`src/rtl/cp0_reg.sv`:
```
// cp0_reg: MIPS32 CP0 register file with Count/Compare timer, interrupt capture and exception entry/eret.
module cp0_reg #(
  parameter logic [31:0] PRID_VAL   = 32'h004c0102,
  parameter logic [31:0] CONFIG_VAL = 32'h00008000,
  parameter logic [31:0] STATUS_RST = 32'h10000000
) (
  input  logic        clk,
  input  logic        rst,
  input  logic        we_i,
  input  logic [4:0]  waddr_i,
  input  logic [31:0] data_i,
  input  logic [4:0]  raddr_i,
  input  logic [5:0]  int_i,
  input  logic [31:0] excepttype_i,
  input  logic [31:0] current_inst_addr_i,
  input  logic        is_in_delayslot_i,
  output logic [31:0] data_o,
  output logic [31:0] count_o,
  output logic [31:0] compare_o,
  output logic [31:0] status_o,
  output logic [31:0] cause_o,
  output logic [31:0] epc_o,
  output logic [31:0] config_o,
  output logic [31:0] prid_o,
  output logic        timer_int_o
);
  localparam logic [4:0] COUNT = 5'd9, COMPARE = 5'd11, STATUS = 5'd12, CAUSE = 5'd13,
                         EPC = 5'd14, PRID = 5'd15, CONFIG = 5'd16;
  logic       exc_hit;
  logic [4:0] exc_code;
  assign config_o = CONFIG_VAL;
  assign prid_o   = PRID_VAL;
  assign exc_hit  = excepttype_i inside {32'h1, 32'h8, 32'ha, 32'hd, 32'hc};
  assign exc_code = excepttype_i == 32'h1 ? 5'd0  :
                    excepttype_i == 32'h8 ? 5'd8  :
                    excepttype_i == 32'ha ? 5'd10 :
                    excepttype_i == 32'hd ? 5'd13 : 5'd12;
  always_comb begin
    data_o = raddr_i == COUNT   ? count_o   :
             raddr_i == COMPARE ? compare_o :
             raddr_i == STATUS  ? status_o  :
             raddr_i == CAUSE   ? cause_o   :
             raddr_i == EPC     ? epc_o     :
             raddr_i == PRID    ? prid_o    :
             raddr_i == CONFIG  ? config_o  : 32'h0;
  end
  always_ff @(posedge clk or negedge rst) begin
    if (!rst) begin
      count_o     <= '0;
      compare_o   <= '0;
      status_o    <= STATUS_RST;
      cause_o     <= '0;
      epc_o       <= '0;
      timer_int_o <= 1'b0;
    end else begin
      count_o        <= count_o + 32'd1;
      cause_o[15:10] <= int_i;
      if (compare_o != 32'h0 && count_o == compare_o) timer_int_o <= 1'b1;
      if (we_i) begin
        if (waddr_i == COUNT) count_o <= data_i;
        if (waddr_i == COMPARE) begin
          compare_o   <= data_i;
          timer_int_o <= 1'b0;
        end
        if (waddr_i == STATUS) status_o <= data_i;
        if (waddr_i == EPC) epc_o <= data_i;
        if (waddr_i == CAUSE) begin
          cause_o[9:8]   <= data_i[9:8];
          cause_o[23:22] <= data_i[23:22];
        end
      end
      // exception assignments come last so they override an overlapping mtc0
      if (exc_hit) begin
        if (!status_o[1]) begin
          epc_o       <= is_in_delayslot_i ? current_inst_addr_i - 32'd4 : current_inst_addr_i;
          cause_o[31] <= is_in_delayslot_i;
        end
        status_o[1]  <= 1'b1;
        cause_o[6:2] <= exc_code;
      end else if (excepttype_i == 32'he) begin
        status_o[1] <= 1'b0;
      end
    end
  end
endmodule

```
`config.mk`:
```
export PLATFORM = sky130hd
export DESIGN_NAME = cp0_reg
export DESIGN_NICKNAME = d
export VERILOG_FILES = /design/src/rtl/cp0_reg.sv
export SDC_FILE = /design/constraint.sdc
export NUM_CORES = 1
export LEC_CHECK = 0
export BUFFER_PORTS_ARGS = -buffer_cell sky130_fd_sc_hd__buf_2
export CORE_AREA = 2 2 143 145
export DETAILED_ROUTE_END_ITERATION = 16
export DIE_AREA = 0 0 145 147
export GPL_ROUTABILITY_DRIVEN = 0
export PLACE_DENSITY = 0.78
export SYNTH_ARGS = -nofsm -noshare
export SYNTH_HDL_FRONTEND = slang
export SYNTH_SLANG_ARGS = --single-unit
```
`constraint.sdc`:
```
create_clock -name clk -period 2.63 [get_ports clk]
set_input_delay 0.526 -clock clk [delete_from_list [all_inputs] [get_ports clk]]
set_output_delay 0.526 -clock clk [all_outputs]
set_load 0.05 [all_outputs]
```
==> results.cfg, run 1 <==
[sta]
finalSetupViolCount = 0
hold-worst-slack_ns = 0.195
worst_slew_pin_slew_ns = 0.760
fin_ws_ns = 0.0572
hold_violations = 0
fmax_mhz = 389
finalMaxSlewViolations = 0
finalCriticalPeriod_ns = 2.57
rsz0062_at_grt = true
finClkSkew_ns = 0.0108
tns_ns = 0
max-slew-margin-rel_pct = 48.9
fin_crit_sh_pct = 97.8

[synth]
synth_area_um2 = 9220
synth_cell_types = 58
synth.avg_cell_area_um2 = 9.83
ys_ff_latch = 144
yosysWarningCount = 16
yosys-top-cells-area = dfrtp_1 39%, mux2_2 12%, buf_4 6.6%, mux2i_1 5.3%, xnor2_1 5.3%
async_reset_ff_share_pct = 100
synth_top_area_share_pct = 38.8
ys.flop_type = dfrtp_1
synth-edff-count = 0
synthTopCellsByCount = 143 x dfrtp_1, 101 x mux2_2, 97 x nor2_1, 81 x buf_4, 80 x a21oi_1
synth_area_leader_cell = dfrtp_1
syn-instance-count = 938
yosysMostFrequentCell = dfrtp_1
ys_seq_area_share_pct = 39.1

[pwr]
clkPwrFrac_pct = 25.2
powerDensity_nw_per_um2 = 937
swShare_pct = 47.4
total_power_mw = 10.8
p_int_mw = 5.70
power_leakage_nw = 5.49
pwr-share-seq_pct = 32.4
pwr-share-comb_pct = 42.4
max-vdd-ir-drop_mv = 0.536
p_sw_mw = 5.14

[place]
pre_cts_ws_ns = 0.0214
place_hpwl_um = 24800
io_buffers = 291
place_area_um2 = 10900

[floorplan]
io_pins = 373
fp.coreArea_um2 = 19800
die_h_um = 147
start_util_pct = 46.5
dieWidth_um = 145
die_area_um2 = 21300
placementRows = 52

[global_route]
grt_antenna_before_repair = 2
grt_pass1_vias = 7877
grt_pass1_wl_um = 47600
grt_max_degree = 60
grt-ovfl-total = 0
grt_usage_pct = 29.4

[drt]
drc_errors = 0
vias = 8426
drt_iter0_drc = 832
first_pass_iters = 7
wl_um = 32100
viasPerCell = 5.57
post_drt_wl_per_cell_um = 21.2
antenna_left = 0

[clock_tree]
clk_latency_ns = 0.43
cts_buffers = 17
cts_root_buf = clkbuf_16
cts_setup_buffers = 0
clock_sinks = 144
htreeDepth = 4
cts_max_path_buffers = 2
cts_tree = yes
cts.clk_slew.worst_paths_ns = 0.06

[critical_path]
arrival_ns = 2.05
worstPathRequired_ns = 2.10
path_class = primary input to output pin
worstPathMaxFanout = 14
end_kind = output pin
worstSetupStartpointType = primary input

[layout]
final_area_um2 = 11600
num-nets-final = 1346
regArea_um2 = 3600
multi_input_area_um2 = 5090
fillCellCount = 1726
syn2layout_area_growth_pct = 25.4
drive_gt1_share_pct = 39.2

[hold_path]
hold_class = primary input to flip-flop

[flow_run]
cap_violations = 0

[status]
status = completed
-- worst paths after layout --
kind,cells past startpoint,startpoint,end,slack [ns]
worst max-delay path,7,raddr_i[3],data_o[0],0.06
worst min-delay path,1,int_i[2],cause_o[12],0.20
worst max register to register,5,count_o[13],count_o[31],0.50
worst min register to register,2,timer_int_o,timer_int_o,0.52
max in group asynchronous,3,rst,status_o[28],1.37
min in group asynchronous,2,rst,count_o[31],0.52
-- per-layer routing --
metal	global-route usage [%]	part of all wire [%]	wire length, um	up-vias
li1	-	-	-	3772
met1	39.4	42	13400	4098
met2	45.9	46	14900	480
met3	7.02	8.5	2720	76
met4	12.4	3.5	1120	0
met5	0	0	0	-
-- cell families after synthesis --
logic type,share of synthesized area [%]
AND/OR/NAND/NOR,15.4
multiplexers,17.7
buffers and inverters,9.74
AO/OA/AOI/OAI,9.16
flip-flops,39.1
XOR/XNOR,8.55
adder cells (fa/ha/maj),0.271
other,0.0815
-- cells in the final DEF, fill, tap and decap left out, types with 4 or more instances in the layout --
master	instances
bufinv_16	5
xor2_1	34
inv_1	9
mux2i_1	49
dfrtp_1	143
conb_1	81
nor3_1	12
clkbuf_16	17
nand4_1	22
o21a_1	9
nand3_1	17
mux2_2	101
o21ai_0	5
a21oi_1	80
clkinv_4	5
buf_12	7
o22ai_2	10
nand4b_1	4
and3_1	6
nor4_1	26
nor2b_1	16
buf_4	29
nand3b_1	8
nor2_1	96
o22ai_1	23
nand2_1	21
xnor2_1	56
buf_2	289
-- registers in the layout, summed over array words and instances (netlist names) --
register and cells:
cause_o 15, compare_o 32, count_o 32, epc_o 32, status_o 32, timer_int_o 1
-- through the flow --
step | instances | util [%]
after floorplan | 1017 | -
after global placement | 1478 | 54.8
after detailed placement | 1478 | 54.8
after CTS | 1511 | 58.2
after global routing | 1513 | 58.3
final | 1513 | 58.3
-- what timing repair did --
action                                  in CTS  in global routing
hold endpoints to repair                    18                  0
hold buffers                                 1                  0
endpoints found under the setup margin       0                 19
gates resized for setup                      0                  3
-- cell type report --
type / instances / area share (%)
inverters: 9 / 0.292
flip-flops and latches: 144 / 31.2
diodes: 2 / 0.0433
well taps: 270 / 2.92
repair buffers: 328 / 15.9
clock inverters: 12 / 1.81
clock buffers: 20 / 3.86
multi-input cells: 728 / 44.0
-- critical path, cell delays in order --
cell	delay, ns
buf_2	0.10
nor2b_1	0.21
nand2_1	0.09
or2_2	0.42
o22ai_1	0.21
o21a_1	0.20
buf_2	0.28
-- power groups by stage --
stage | Combinational (mW) | Sequential [mW] | Clock, mW
2_1_floorplan | 1.78 | 4.99 | 0
3_3_place_gp | 4.49 | 3.50 | 0
3_5_place_dp | 4.54 | 3.52 | 0
4_1_cts | 4.56 | 3.49 | 2.74
5_1_grt | 4.79 | 3.57 | 2.83
6_report | 4.59 | 3.51 | 2.73
No activity file was read; power rests on OpenSTA's default activity.
==> run 2: changes to the inputs <==
REMOVE_ABC_BUFFERS = 1   (was not set)
==> run 2 against run 1 <==
  * Sequential cell count is the same
  * Clock skew down 0.0023 ns
  * Sequential share of layout area up 0.071 points
  * Total power is 3.9% lower
  * Critical path depth is 1 higher
  * Clock-buffer cell count increased by 3
  * Maximum frequency is 1.5% higher
  * Core utilization is 0.13 points lower
  * Worst setup slack better by 0.039 ns
  * First-iteration DRC count is 52% lower
  * Largest cell class unchanged
  * Highest routed layer unchanged
==> results.cfg, run 2 (synthesized netlist as in run 1, its figures left out) <==
[status]
status = completed

[place]
pre_cts_ws_ns = 0.0395
io_buffers = 291
place_hpwl_um = 23100
dpl.cell_count = 1479

[clock_tree]
cts_max_path_buffers = 2
cts_tree = yes
htreeDepth = 4
clk_latency_ns = 0.43
cts_buffers = 17
cts.clk_slew.worst_paths_ns = 0.06
clock_sinks = 144
cts_root_buf = clkbuf_16
hold_buffers = 0

[global_route]
grt_pass1_vias = 7999
grt_antenna_before_repair = 0
grt-ovfl-total = 0
grt_max_degree = 54
grt_pass1_wl_um = 46000
grt_usage_pct = 28.3

[layout]
drive_gt1_share_pct = 38.4
n_antenna_cell = 0
final_common_cell = buf_2
final_cells = 1511
num-nets-final = 1346
finish.utilization_pct = 58.1
layout_common_cells = 287 x buf_2, 143 x dfrtp_1, 101 x mux2_2
syn2layout_area_growth_pct = 25.1

[pwr]
power_leakage_nw = 5.48
powerDensity_nw_per_um2 = 903
max-vdd-ir-drop_mv = 0.459

[floorplan]
placementRows = 52
die_h_um = 147
die_area_um2 = 21300
fp.coreArea_um2 = 19800
start_util_pct = 46.5
io_pins = 373
dieWidth_um = 145

[sta]
finClkSkew_ns = 0.00856
fin_crit_sh_pct = 96.4
hold_violations = 0
rsz0062_at_grt = false
finalSetupViolCount = 0
worst_slew_pin_slew_ns = 0.812
fmax_mhz = 395
fin_ws_ns = 0.0959
max-slew-margin-rel_pct = 45.8
finalMaxSlewViolations = 0
finalCriticalPeriod_ns = 2.53

[drt]
antenna_left = 0
drc_errors = 0
viasPerCell = 5.45
vias = 8234
first_pass_iters = 5
drt_iter0_drc = 398
post_drt_wl_per_cell_um = 20.4
wl_um = 30800

[flow_run]
cap_violations = 0

[critical_path]
rrSetupSlack_ns = 0.48
path_class = primary input to output pin
worstPathRequired_ns = 2.10
worstSetupStartpointType = primary input
arrival_ns = 2.01
worstPathMaxFanout = 31
end_kind = output pin

[hold_path]
hold_class = primary input to async pin
## run 2: changes by cell type in the layout (fill, tap and decap cells not counted), moves of 4 or more
cell      previous run  this run
buf_12               7        15
buf_4               29        25
clkinv_4             5         1
o22ai_1             23        33
o22ai_2             10         0
## run 2: repair_timing
item,CTS,global route
setup endpoints to repair,0,6
resized for setup,0,1
buffers inserted,0,0
## run 2: layer usage
layer | part of all wire [%] | routed length, um | GRT usage [%] | vias up
li1 | - | - | - | 3771
met1 | 41 | 12500 | 36.0 | 3990
met2 | 48 | 14700 | 46.3 | 409
met3 | 8.0 | 2450 | 6.34 | 64
met4 | 3.6 | 1120 | 13.0 | 0
met5 | 0 | 0 | 0 | -
## run 2: layout make-up
cell class,count,area (um2)
Clock buffer,23,488
Fill cell,1734,8310
Inverter,9,33.8
Sequential cell,144,3600
Tap cell,270,338
Timing Repair Buffer,328,1940
Clock inverter,9,106
Multi-Input combinational cell,728,5030
## run 2: critical path, cell delays in order
cell and delay [ns]:
buf_2 0.08, nor2b_1 0.16, nand2_1 0.15, or2_2 0.33
buf_12 0.19, o22ai_1 0.16, o21a_1 0.14, buf_2 0.25
## run 2: path summary, 6_finish.rpt
check,endpoint,from,cells after the start
max,data_o[30],raddr_i[3],8
min,status_o[26],rst,1
max reg2reg,count_o[31],count_o[13],5
min reg2reg,timer_int_o,timer_int_o,2
max in group asynchronous,cause_o[4],rst,2
min in group clk,cause_o[10],int_i[0],1
## run 2: per-stage QoR
step	setup TNS, ns	hold slack (ns)	area [um2]	power (mW)
finish	0	0.0395	11500	10.4
global route	0	0.0442	11500	10.8
CTS	0	0.0326	11500	10.4
detailed placement	0	0.489	10900	7.98
global placement	0	0.491	10900	7.91
floorplan	-16.89	0.230	8650	6.59
## run 2: power by group
group	internal (mW)	leakage (nW)	switching, mW
Clock	1.49	0.285	0.941
Sequential	2.71	1.79	0.757
Combinational	1.28	3.41	3.23
Total	5.49	5.48	4.92
